### config.mk
export PLATFORM = sky130hd
export DESIGN_NAME = csi2_pkt_parser
export DESIGN_NICKNAME = d
export VERILOG_FILES = /design/src/rtl/csi2_pkg.sv /design/src/rtl/csi2_pkt_parser.sv
export SDC_FILE = /design/constraint.sdc
export NUM_CORES = 1
export LEC_CHECK = 0
export CAP_MARGIN = 20
export CORE_MARGIN = 3
export CORE_UTILIZATION = 50
export CTS_CLUSTER_DIAMETER = 120
export DETAILED_ROUTE_END_ITERATION = 8
export PLACE_DENSITY_LB_ADDON = 0.3
export SYNTH_ARGS = -nofsm -noshare
export SYNTH_HDL_FRONTEND = slang
export SYNTH_SLANG_ARGS = --single-unit
### constraint.sdc
create_clock -name clk_i -period 4.7 [get_ports clk_i]
set_input_delay 0.94 -clock clk_i [delete_from_list [all_inputs] [get_ports clk_i]]
set_output_delay 0.94 -clock clk_i [all_outputs]
set_load 0.005 [all_outputs]
### src/rtl/csi2_pkg.sv
// Shared CSI-2 definitions: data-type codes and the packet parser FSM states.
package csi2_pkg;

    localparam logic [5:0] DT_FS       = 6'h00;
    localparam logic [5:0] DT_FE       = 6'h01;
    localparam logic [5:0] DT_LS       = 6'h02;
    localparam logic [5:0] DT_LE       = 6'h03;
    // Data types at or above this value are long packets
    localparam logic [5:0] DT_LONG_MIN = 6'h10;

    typedef enum logic [1:0] {
        IDLE    = 2'd0,
        PAYLOAD = 2'd1,
        FOOTER  = 2'd2,
        DONE    = 2'd3
    } state_e;

endpackage

### src/rtl/csi2_pkt_parser.sv
// CSI-2 packet parser: splits an ECC-decoded word stream into short-packet
// events and a byte-enabled payload stream, with VC filtering and timeout.
module csi2_pkt_parser
    import csi2_pkg::*;
#(
    parameter int         TIMEOUT_CYCLES = 1024,
    parameter logic [3:0] VC_MASK        = 4'b1111
) (
    input  logic        clk_i,
    input  logic        srst_i,
    input  logic        valid_i,
    input  logic [31:0] data_i,
    input  logic        error_i,
    input  logic        error_corrected_i,
    output logic        pkt_done_o,
    output logic [31:0] tdata_o,
    output logic        tvalid_o,
    output logic [3:0]  tkeep_o,
    output logic        tlast_o,
    output logic        tuser_o,
    output logic [5:0]  dt_o,
    output logic [1:0]  vc_o,
    output logic        fs_o,
    output logic        fe_o,
    output logic        ls_o,
    output logic        le_o,
    output logic [15:0] short_data_o,
    output logic        hdr_err_o,
    output logic        abort_o
);

    localparam int TW = $clog2(TIMEOUT_CYCLES + 1);
    localparam logic [TW-1:0] TO_LAST = TW'(TIMEOUT_CYCLES - 1);

    // Header fields; the ECC byte has already been applied upstream
    logic [1:0]  hdr_vc;
    logic [5:0]  hdr_dt;
    logic [15:0] hdr_wc;
    logic        hdr_bad;
    logic        hdr_acc;
    logic        unused_ecc;

    assign hdr_vc     = data_i[7:6];
    assign hdr_dt     = data_i[5:0];
    assign hdr_wc     = data_i[23:8];
    assign hdr_bad    = error_i & ~error_corrected_i;
    assign hdr_acc    = VC_MASK[hdr_vc];
    assign unused_ecc = ^data_i[31:24];

    state_e        state_q, state_d;
    logic [15:0]   cnt_q, cnt_d;
    logic [TW-1:0] to_cnt_q, to_cnt_d;
    logic          drop_q, drop_d;
    logic [3:0]    fs_seen_q, fs_seen_d;
    logic          pkt_done_q, pkt_done_d;
    logic [31:0]   tdata_q, tdata_d;
    logic          tvalid_q, tvalid_d;
    logic [3:0]    tkeep_q, tkeep_d;
    logic          tlast_q, tlast_d;
    logic          tuser_q, tuser_d;
    logic [5:0]    dt_q, dt_d;
    logic [1:0]    vc_q, vc_d;
    logic          fs_q, fs_d, fe_q, fe_d, ls_q, ls_d, le_q, le_d;
    logic [15:0]   short_data_q, short_data_d;
    logic          hdr_err_q, hdr_err_d;
    logic          abort_q, abort_d;

    // Next-state, counters and registered outputs
    always_comb begin
        state_d      = state_q;
        cnt_d        = cnt_q;
        to_cnt_d     = to_cnt_q;
        drop_d       = drop_q;
        fs_seen_d    = fs_seen_q;
        pkt_done_d   = 1'b0;
        tdata_d      = '0;
        tvalid_d     = 1'b0;
        tkeep_d      = '0;
        tlast_d      = 1'b0;
        tuser_d      = 1'b0;
        dt_d         = dt_q;
        vc_d         = vc_q;
        fs_d         = 1'b0;
        fe_d         = 1'b0;
        ls_d         = 1'b0;
        le_d         = 1'b0;
        short_data_d = short_data_q;
        hdr_err_d    = 1'b0;
        abort_d      = 1'b0;

        case (state_q)
            IDLE: begin
                if (valid_i) begin
                    to_cnt_d = '0;
                    if (hdr_bad) begin
                        hdr_err_d = 1'b1;
                        state_d   = DONE;
                    end else begin
                        drop_d = ~hdr_acc;
                        if (hdr_acc) begin
                            dt_d = hdr_dt;
                            vc_d = hdr_vc;
                        end
                        if (hdr_dt < DT_LONG_MIN) begin
                            if (hdr_acc) begin
                                case (hdr_dt)
                                    DT_FS: begin
                                        fs_d              = 1'b1;
                                        fs_seen_d[hdr_vc] = 1'b1;
                                        short_data_d      = hdr_wc;
                                    end
                                    DT_FE: begin
                                        fe_d         = 1'b1;
                                        short_data_d = hdr_wc;
                                    end
                                    DT_LS: begin
                                        ls_d         = 1'b1;
                                        short_data_d = hdr_wc;
                                    end
                                    DT_LE: begin
                                        le_d         = 1'b1;
                                        short_data_d = hdr_wc;
                                    end
                                    default: ;
                                endcase
                            end
                            state_d = DONE;
                        end else begin
                            cnt_d   = hdr_wc;
                            state_d = (hdr_wc == 16'd0) ? FOOTER : PAYLOAD;
                        end
                    end
                end
            end

            PAYLOAD, FOOTER: begin
                if (valid_i) begin
                    to_cnt_d = '0;
                    if (state_q == FOOTER) begin
                        state_d = DONE;
                    end else begin
                        cnt_d = (cnt_q > 16'd4) ? cnt_q - 16'd4 : 16'd0;
                        if (!drop_q) begin
                            tvalid_d         = 1'b1;
                            tdata_d          = data_i;
                            tlast_d          = (cnt_q <= 16'd4);
                            tuser_d          = fs_seen_q[vc_q];
                            fs_seen_d[vc_q]  = 1'b0;
                            case (cnt_q)
                                16'd1:   tkeep_d = 4'b0001;
                                16'd2:   tkeep_d = 4'b0011;
                                16'd3:   tkeep_d = 4'b0111;
                                default: tkeep_d = 4'b1111;
                            endcase
                        end
                        // A remainder of 3 or 0 bytes leaves the CRC in a further word
                        if (cnt_q <= 16'd4) begin
                            state_d = (cnt_q >= 16'd3) ? FOOTER : DONE;
                        end
                    end
                end else if (to_cnt_q == TO_LAST) begin
                    to_cnt_d = '0;
                    state_d  = DONE;
                    if (!drop_q) begin
                        abort_d  = 1'b1;
                        tvalid_d = 1'b1;
                        tlast_d  = 1'b1;
                    end
                end else begin
                    to_cnt_d = to_cnt_q + TW'(1);
                end
            end

            DONE: begin
                pkt_done_d = 1'b1;
                state_d    = IDLE;
            end

            default: state_d = IDLE;
        endcase
    end

    // State and output registers, cleared asynchronously on reset
    always_ff @(posedge clk_i or posedge srst_i) begin
        if (srst_i) begin
            state_q      <= IDLE;
            cnt_q        <= '0;
            to_cnt_q     <= '0;
            drop_q       <= 1'b0;
            fs_seen_q    <= '0;
            pkt_done_q   <= 1'b0;
            tdata_q      <= '0;
            tvalid_q     <= 1'b0;
            tkeep_q      <= '0;
            tlast_q      <= 1'b0;
            tuser_q      <= 1'b0;
            dt_q         <= '0;
            vc_q         <= '0;
            fs_q         <= 1'b0;
            fe_q         <= 1'b0;
            ls_q         <= 1'b0;
            le_q         <= 1'b0;
            short_data_q <= '0;
            hdr_err_q    <= 1'b0;
            abort_q      <= 1'b0;
        end else begin
            state_q      <= state_d;
            cnt_q        <= cnt_d;
            to_cnt_q     <= to_cnt_d;
            drop_q       <= drop_d;
            fs_seen_q    <= fs_seen_d;
            pkt_done_q   <= pkt_done_d;
            tdata_q      <= tdata_d;
            tvalid_q     <= tvalid_d;
            tkeep_q      <= tkeep_d;
            tlast_q      <= tlast_d;
            tuser_q      <= tuser_d;
            dt_q         <= dt_d;
            vc_q         <= vc_d;
            fs_q         <= fs_d;
            fe_q         <= fe_d;
            ls_q         <= ls_d;
            le_q         <= le_d;
            short_data_q <= short_data_d;
            hdr_err_q    <= hdr_err_d;
            abort_q      <= abort_d;
        end
    end

    assign pkt_done_o   = pkt_done_q;
    assign tdata_o      = tdata_q;
    assign tvalid_o     = tvalid_q;
    assign tkeep_o      = tkeep_q;
    assign tlast_o      = tlast_q;
    assign tuser_o      = tuser_q;
    assign dt_o         = dt_q;
    assign vc_o         = vc_q;
    assign fs_o         = fs_q;
    assign fe_o         = fe_q;
    assign ls_o         = ls_q;
    assign le_o         = le_q;
    assign short_data_o = short_data_q;
    assign hdr_err_o    = hdr_err_q;
    assign abort_o      = abort_q;

endmodule

## Word level (Yosys, flattened, before mapping)

Cells that the tools add are included.
W data, S select, Z words.

| storage, ports and cells | value |
|---|---|
| input bits | 37 |
| memories kept | 0 |
| RAM bits | 0 |
| register bits | 104 |
| output and inout port bits | 70 |
| bits in latches | 0 |
| logic and storage cells | 163 |
| memory bits (read-only) | 0 |

| operators by class | value |
|---|---|
| shift-type cells | 0 |
| reduce and logical (&&, ||, !) cells | 15 |
| div/mod/pow operators | 0 |
| equal/unequal tests | 21 |
| mux-type cells | 90 |
| bitwise gates (word level) | 7 |
| add/subtract/negate cells | 2 |
| multipliers | 0 |
| magnitude comparators | 8 |

Operator list:

| cell | number |
|---|---|
| $mux W32 | 4 |
| $mux W16 | 6 |
| $mux W1 | 48 |
| $mux W4 | 12 |
| $mux W11 | 3 |
| $eq A16 B2 Y1 const B | 2 |
| $pmux W16 S2 | 1 |
| $pmux W11 S2 | 1 |
| $eq A16 B1 Y1 const B | 1 |
| $ge A16 B2 Y1 const B | 1 |
| $gt A16 B3 Y1 const B | 1 |
| $le A16 B3 Y1 const B | 1 |
| $logic_not A16 Y1 | 1 |
| $mux W2 | 8 |
| $ne A2 B2 Y1 const B | 8 |
| $sub A16 B3 Y16 const B | 1 |
| $eq A6 B2 Y1 const B | 2 |
| $pmux W4 S3 | 1 |
| $reduce_and A6 Y1 | 2 |
| $add A11 B1 Y11 const B | 1 |
| $eq A11 B10 Y1 const B | 1 |
| $reduce_and A9 Y1 | 1 |
| $pmux W4 S2 | 1 |
| $eq A6 B1 Y1 const B | 1 |
| 25 further kinds | 34 |

## Logic depth before layout (Yosys ltp)

Gate-level depths: netlist of the first run.

| depth | value |
|---|---|
| depth after elaboration | 11 |
| gate-level depth with buffers | 9 |
| gate-level depth less buffers | 8 |

## Worst setup path after synthesis of the first run

Ideal clock, no wire load.

| timing path | value |
|---|---|
| path kind | input-to-reg |
| start | input data_i[5] |
| end | register short_data_q[0], in the netlist short_data_o[0] |
| cell stages on the path | 4 |
| setup time | 0.125 ns |
| buffers on the path | 1 |
| data required time | 4.575 ns |
| path slack | 2.063 ns |
| arrival | 2.512 ns |
| cells stage by stage | or4_1 > nor3_4 > buf_2 > mux2_2 |

| between the ends | value |
|---|---|
| cells in the longest elaborated chain, start to end | 3 |
| elaborated cells on any way between the ends | 7 |
| those cells by class | order compare: 1; eq/ne: 3; reduce/logical: 3 |

Ends and longest elaborated chain:

| item | line | source |
|---|---|---|
| from (decl) | csi2_pkt_parser.sv:12 | `input logic [31:0] data_i,` |
| branches (longest 2 deep; another with $lt A6 B5 Y1) | - |  |
| $reduce_and A6 Y1 (no source line) * | - |  |
| to (signal assigned) | csi2_pkt_parser.sv:224 | `short_data_q <= short_data_d;` |
| to (decl) | csi2_pkt_parser.sv:64 | `logic [15:0] short_data_q, short_data_d;` |

Mark *: on every way between the ends.
A chain may end at the register's enable or synchronous reset.

## Worst setup path in the final report of the first run

| timing path | value |
|---|---|
| start | input valid_i |
| end | register cnt_q[15] |

| between the ends | value |
|---|---|
| cells in the longest elaborated chain, start to end | 2 |
| elaborated cells on any way between the ends | 3 |
| those cells by class | eq/ne: 2; reduce/logical: 1 |

Ends and longest elaborated chain:

| item | line | source |
|---|---|---|
| from (decl) | csi2_pkt_parser.sv:11 | `input logic valid_i,` |
| $ne A2 B2 Y1 (no source line) | - |  |
| $reduce_and A6 Y1 (no source line) * | - |  |
| to (signal assigned) | csi2_pkt_parser.sv:208 | `cnt_q <= cnt_d;` |
| to (decl) | csi2_pkt_parser.sv:51 | `logic [15:0] cnt_q, cnt_d;` |

Every way passes the cells marked *; elsewhere a longest branch is shown, timed or not.

==> impl_metrics.csv, run 1 <==
group,metric,value,unit
grt,grtUsageMet2,33.6,%
worst_setup_path,cp_slowest_cell,"nor3b_2",
worst_setup_path,crit_buf_inv,1,
logic_synthesis,netlist_top_cells_count,"dfrtp_1, and2_1, mux2_2, nor2_1, nand2_1",
logic_synthesis,yosys.area.top_type_share,56.4,%
sta,slew_headroom,32.3,%
detailed_routing,vias,3612,
sta,rsz0062_at_grt,"no",
pwr,power_frac_clock,17.0,%
pwr,p_sw,1.23,mW
worst_setup_path,cpPeakStageDelay,0.82,ns
logic_synthesis,syn_area_per_cell,11.5,µm²
worst_setup_path,start_kind,"input port",
grt,grt_use_met1,31.5,%
outcome,status,"finished clean",
layout,nets,548,
grt,top_usage_layer,"met2",
grt,grt_max_degree,91,
pwr,p_leak,2.61,nW
worst_setup_path,crit_required,4.96,ns
sta,fmax,310,MHz
logic_synthesis,synth_seq_cells,103,
sta,fin_skew,0.0177,ns
grt,grtUsageMet3,4.06,%
floorplan,die_area,0.0103,mm²
pwr,p_total,3.34,mW
grt,grt_pass1_vias,3410,
cts,clk_pin_slew,0.10,ns
grt,grt_usage,22.0,%
layout,fill_cells,639,
floorplan,die_h,102,µm
logic_synthesis,ys_warn_count,0,
detailed_routing,drc,0,
detailed_routing,wl,11200,µm
placement,dp.final_hpwl,8200,µm
worst_setup_path,critPathCaptureType,"register",
cts,cts_sinks,103,
pwr,swShare,36.8,%
min_path,hold_class,"reg -> reg",
logic_synthesis,ys_types,65,
logic_synthesis,synth_area_leaders,"dfrtp_1, mux2_2, and2_1",
detailed_routing,firstDrtPassIters,5,
logic_synthesis,syn_inst,398,
sta,period_share,68.6,%
floorplan,start_util,51.9,%
grt,grt_antenna_before_repair,0,
layout,drive_gt1_share,11.6,%
logic_synthesis,syn_nets,441,
pwr,comb_power_share,43.1,%
worst_setup_path,worstPathCellList,"clkdlybuf4s50_1 -> a21bo_1 -> a21oi_1 -> nor3b_2 -> o21ai_1 -> a221o_1",
logic_synthesis,yosysMostFrequentCell,"dfrtp_1",
cts,ctsResizeCount,0,
placement,dp_slack,1.13,ns
layout,area_growth,30.2,%
sta,worstMarginPinSlew,1.00,ns
layout,n_antenna_cell,0,
sta,setup_ws,1.48,ns
detailed_routing,ant_nets,0,
logic_synthesis,netlist_area,0.00457,mm²
grt,grt.overflow.total,0,
grt,grt_pass1_wl,17600,µm
run,cap_violations,0,
placement,port-buffer-count,106,
cts,cts_buffers,9,
cts,clockBufferDepth,2,
cts,cts_setup_buffers,0,
detailed_routing,drt_iter0_drc,283,
floorplan,core-area,0.00881,mm²
cts,cts_root_buf,"clkbuf_8",
sta,finalMaxSlewViolations,0,
worst_setup_path,crit_fanout,16,
placement,gp_congestion,0.936,
pwr,power.density,561,mW/mm²
logic_synthesis,synth_edf_count,0,
logic_synthesis,synth_top_area_cell,"dfrtp_1",
logic_synthesis,synth_flop_cell,"dfrtp_1",
logic_synthesis,async_reset_ff_share,100,%
sta,setup_viol,0,
floorplan,num_rows,34,
cts,cts_tree,"built",
cts,clock_latency,0.38,ns
pwr,vdd_ir_drop_max,0.000253,V
cts,htreeDepth,3,
pwr,p_seq_share,39.9,%
detailed_routing,wl_per_cell,18.2,µm
sta,tns,0,ns
floorplan,dieWidth,102,µm
floorplan,ios,107,
worst_setup_path,critPathArrivalTime,3.49,ns
pwr,p_int,2.11,mW
logic_synthesis,yosysSeqAreaShare,56.4,%
cts,postCtsHoldBufs,0,
sta,hold_violations,0,
worst_setup_path,path_delay_family,"compound AO/OA/AOI/OAI gates",
sta,period_needed,3.22,ns
worst_setup_path,path_class,"in -> reg",
detailed_routing,viasPerCell,5.84,
worst register-to-register path, delay by kind of cell (launching register included):
| kind | cells | cell delay (ns) |
|---|---|---|
| simple gates | 2 | 1.04 |
| compound gates | 3 | 0.85 |
| fa+ha+maj | 1 | 0.64 |
| flops | 1 | 0.40 |
| buf+inv | 1 | 0.06 |
worst paths after layout:
check	slack [ns]	cells after the start	startpoint	endpoint
min in group asynchronous	0.92	2	srst_i	tdata_o[10]
hold reg to reg	0.51	1	to_cnt_q[5]	to_cnt_q[5]
setup / recovery	1.48	6	valid_i	cnt_q[15]
setup reg to reg	1.62	7	state_q[1]	cnt_q[15]
hold / removal	0.51	1	to_cnt_q[5]	to_cnt_q[5]
max in group asynchronous	2.88	4	srst_i	cnt_q[13]
power groups by stage:
| stage | Clock, mW | Sequential (mW) | Combinational (mW) |
|---|---|---|---|
| after floorplan | 0 | 1.32 | 0.814 |
| after global placement | 0 | 1.33 | 1.39 |
| after detailed placement | 0 | 1.35 | 1.42 |
| after CTS | 0.582 | 1.33 | 1.43 |
| after global routing | 0.621 | 1.36 | 1.56 |
| final | 0.569 | 1.33 | 1.44 |
state kept, by name (all words and copies together), names as in the netlist, 2 cells and up:
signal,count
tdata_o,32
cnt_q,16
short_data_o,16
to_cnt_q,11
dt_o,6
fs_seen_q,4
tkeep_o,4
state_q,2
vc_o,2
kinds of logic after synthesis:
logic type      share of synthesized area [%]
compound gates                           13.1
xor+xnor                                0.575
fa+ha+maj                                1.64
buf+inv                                  2.79
flops                                    56.4
mux                                      7.12
simple gates                             18.3
layout by cell type, fill, tap and decap left out, types with 4 or more instances in the layout:
cell type / synthesis / layout
a21oi_1: 18 / 18
a22o_1: 9 / 9
a31oi_1: 4 / 4
a32o_1: 4 / 4
and2_1: 31 / 31
and3_1: 4 / 4
clkbuf_8: 0 / 9
clkdlybuf4s50_1: 0 / 106
dfrtp_1: 103 / 103
ha_1: 6 / 6
inv_1: 17 / 16
mux2_2: 24 / 24
nand2_1: 19 / 19
nand2b_1: 4 / 4
nand3_1: 8 / 8
nor2_1: 21 / 21
nor2b_1: 8 / 8
nor3_1: 12 / 12
nor4_1: 9 / 9
o21ai_0: 15 / 15
o21ai_1: 6 / 6
o31ai_1: 4 / 4
or2_2: 4 / 4
layer usage:
metal  vias up  share of wire [%]  wire, µm
li1       1654                  -         -
met2       170                 46      5200
met5         -                  0         0
met4         0                1.6       184
met3        20                7.5       843
met1      1768                 45      5020
stage by stage:
step | util (%) | instances | hold WS, ns | instance area (µm²)
6_report | 67.6 | 618 | 0.511 | 5950
4_1_cts | 67.3 | 617 | 0.514 | 5920
3_5_place_dp | 65.0 | 601 | 0.496 | 5720
5_1_grt | 67.6 | 618 | 0.533 | 5950
3_3_place_gp | 65.0 | 601 | 0.483 | 5720
2_1_floorplan | - | 398 | 0.458 | 4570
area by class of cell:
class / count / area (µm²) / area share (%)
Clock buffer: 10 / 128 / 2.14
Clock inverter: 6 / 76.3 / 1.28
Inverter: 17 / 66.3 / 1.11
Multi-Input combinational cell: 265 / 1870 / 31.3
Sequential cell: 103 / 2580 / 43.3
Tap cell: 108 / 135 / 2.27
Timing Repair Buffer: 109 / 1100 / 18.5
Note: power is estimated with default switching activity, not from simulation.
==> run 2: changes to the inputs <==
- clock period: 4.7 -> 3.3 ns (I/O delays scaled with it)
==> impl_metrics.csv, run 2 (synthesis gave the netlist of run 1 again) <==
group,metric,value,unit
layout,area_growth,31.0,%
sta,hold_violations,0,
pwr,p_int,3.04,mW
worst_setup_path,crit_required,3.61,ns
worst_setup_path,cpPeakStageDelay,0.61,ns
worst_setup_path,r2r_end,"cnt_q[13]",
cts,htreeDepth,3,
sta,tns,0,ns
sta,period_share,83.9,%
pwr,vdd_ir_drop_max,0.000394,V
sta,slew_headroom,51.1,%
placement,gp_congestion,0.903,
grt,grt_antenna_before_repair,0,
floorplan,ios,107,
layout,layout_commonest_cell,"clkdlybuf4s50_1",
detailed_routing,firstDrtPassIters,5,
layout,nets,554,
pwr,power_frac_clock,16.9,%
layout,drive_gt1_share,12.6,%
floorplan,die_h,102,µm
pwr,p_sw,1.76,mW
sta,finalMaxSlewViolations,0,
floorplan,die_area,0.0103,mm²
floorplan,num_rows,34,
min_path,hp-start,"short_data_o[8]",
min_path,whs_path_depth,1,
worst_setup_path,r2r-start,"state_q[0]",
pwr,swShare,36.7,%
pwr,power.density,802,mW/mm²
outcome,status,"finished clean",
detailed_routing,viasPerCell,5.82,
worst_setup_path,critPathCaptureType,"register",
grt,grt_pass1_vias,3539,
floorplan,core-area,0.00881,mm²
detailed_routing,wl,11400,µm
cts,cts_sinks,103,
worst_setup_path,worstPathCellList,"inv_1 -> ha_1 -> nor2_1 -> a2111o_1 -> or4_1 -> nor4_1 -> a211o_1",
grt,top_usage_layer,"met2",
detailed_routing,wl_per_cell,18.2,µm
cts,cts_tree,"built",
layout,largest_reg_flops,32,
cts,clockBufferDepth,2,
placement,placed_area,0.00579,mm²
pwr,p_leak,2.63,nW
sta,setup_viol,0,
pwr,p_total,4.81,mW
min_path,hold_class,"reg -> reg",
worst_setup_path,critPathArrivalTime,3.08,ns
layout,final_cell_area,0.00599,mm²
sta,timing.hold.ws,0.517,ns
detailed_routing,drc,0,
cts,cts_root_buf,"clkbuf_8",
worst_setup_path,crit_fanout,20,
grt,grt_pass1_wl,18400,µm
grt,grt_usage,22.9,%
sta,period_needed,2.77,ns
worst_setup_path,start_kind,"register",
floorplan,dieWidth,102,µm
cts,cts_buffers,9,
cts,clock_latency,0.36,ns
grt,grtUsageMet3,4.06,%
layout,n_antenna_cell,0,
floorplan,start_util,51.9,%
worst_setup_path,path_delay_family,"simple AND/OR/NAND/NOR gates",
sta,rsz0062_at_grt,"no",
cts,ctsResizeCount,0,
min_path,min_to,"short_data_o[8]",
cts,postCtsHoldBufs,0,
layout,final_cell_mix,"clkdlybuf4s50_1, dfrtp_1, and2_1",
worst_setup_path,reg2regPathDepth,7,
worst_setup_path,crit_buf_inv,1,
sta,worstMarginPinSlew,0.732,ns
detailed_routing,vias,3626,
grt,grtUsageMet2,35.2,%
sta,fin_skew,0.00877,ns
grt,grt_use_met1,32.8,%
detailed_routing,ant_nets,0,
sta,fmax,361,MHz
layout,fill_cells,641,
run,cap_violations,0,
cts,clk_pin_slew,0.10,ns
placement,port-buffer-count,106,
worst_setup_path,worst-r2r-setup-slack,0.53,ns
cts,cts_setup_buffers,0,
detailed_routing,drt_iter0_drc,187,
grt,grt_max_degree,47,
worst_setup_path,cp_slowest_cell,"ha_1",
pwr,p_seq_share,39.6,%
worst_setup_path,path_class,"reg -> reg",
grt,grt.overflow.total,0,
placement,dp.final_hpwl,8540,µm
pwr,comb_power_share,43.5,%
## run 2: final cells by class
class	instances	area (µm²)	share of cell area [%]
Inverter	17	67.6	1.13
Multi-Input combinational cell	265	1870	31.1
Clock inverter	6	78.8	1.32
Clock buffer	9	124	2.07
Tap cell	108	135	2.26
Sequential cell	103	2580	43.0
Timing Repair Buffer	115	1140	19.1
## run 2: worst reg2reg max path, cell delays in order (launching register included)
cell	delay, ns
dfrtp_1	0.40
inv_1	0.08
ha_1	0.61
nor2_1	0.24
a2111o_1	0.54
or4_1	0.53
nor4_1	0.18
a211o_1	0.13
## run 2: through the flow
| stage | instances | utilization, % | setup WS [ns] |
|---|---|---|---|
| detailed placement | 608 | 65.7 | 0.358 |
| finish | 623 | 68.0 | 0.531 |
| CTS | 623 | 68.0 | 0.533 |
| global route | 623 | 68.0 | 0.380 |
| floorplan | 398 | - | 0.943 |
| global placement | 608 | 65.7 | 0.407 |
## run 2: power by group through the flow
| stage | combinational (mW) | sequential (mW) | clock, mW |
|---|---|---|---|
| 2_1_floorplan | 1.16 | 1.88 | 0 |
| 3_3_place_gp | 2.02 | 1.90 | 0 |
| 3_5_place_dp | 2.08 | 1.92 | 0 |
| 4_1_cts | 2.09 | 1.90 | 0.824 |
| 5_1_grt | 2.28 | 1.95 | 0.895 |
| 6_report | 2.09 | 1.90 | 0.812 |
## run 2: worst max path at each step
stage / startpoint / to / slack [ns] / cells past startpoint
finish: state_q[0] / cnt_q[13] / 0.53 / 7
global route: state_q[1] / cnt_q[13] / 0.38 / 7
CTS: state_q[0] / cnt_q[13] / 0.53 / 7
detailed placement: valid_i / cnt_q[13] / 0.36 / 6
global placement: valid_i / cnt_q[13] / 0.41 / 6
floorplan: data_i[5] / short_data_o[0] / 0.94 / 4
## run 2: layer usage
| layer | up-vias | share of wire (%) |
|---|---|---|
| li1 | 1662 | - |
| met1 | 1810 | 45 |
| met2 | 134 | 47 |
| met3 | 20 | 6.2 |
| met4 | 0 | 1.9 |
| met5 | - | 0 |
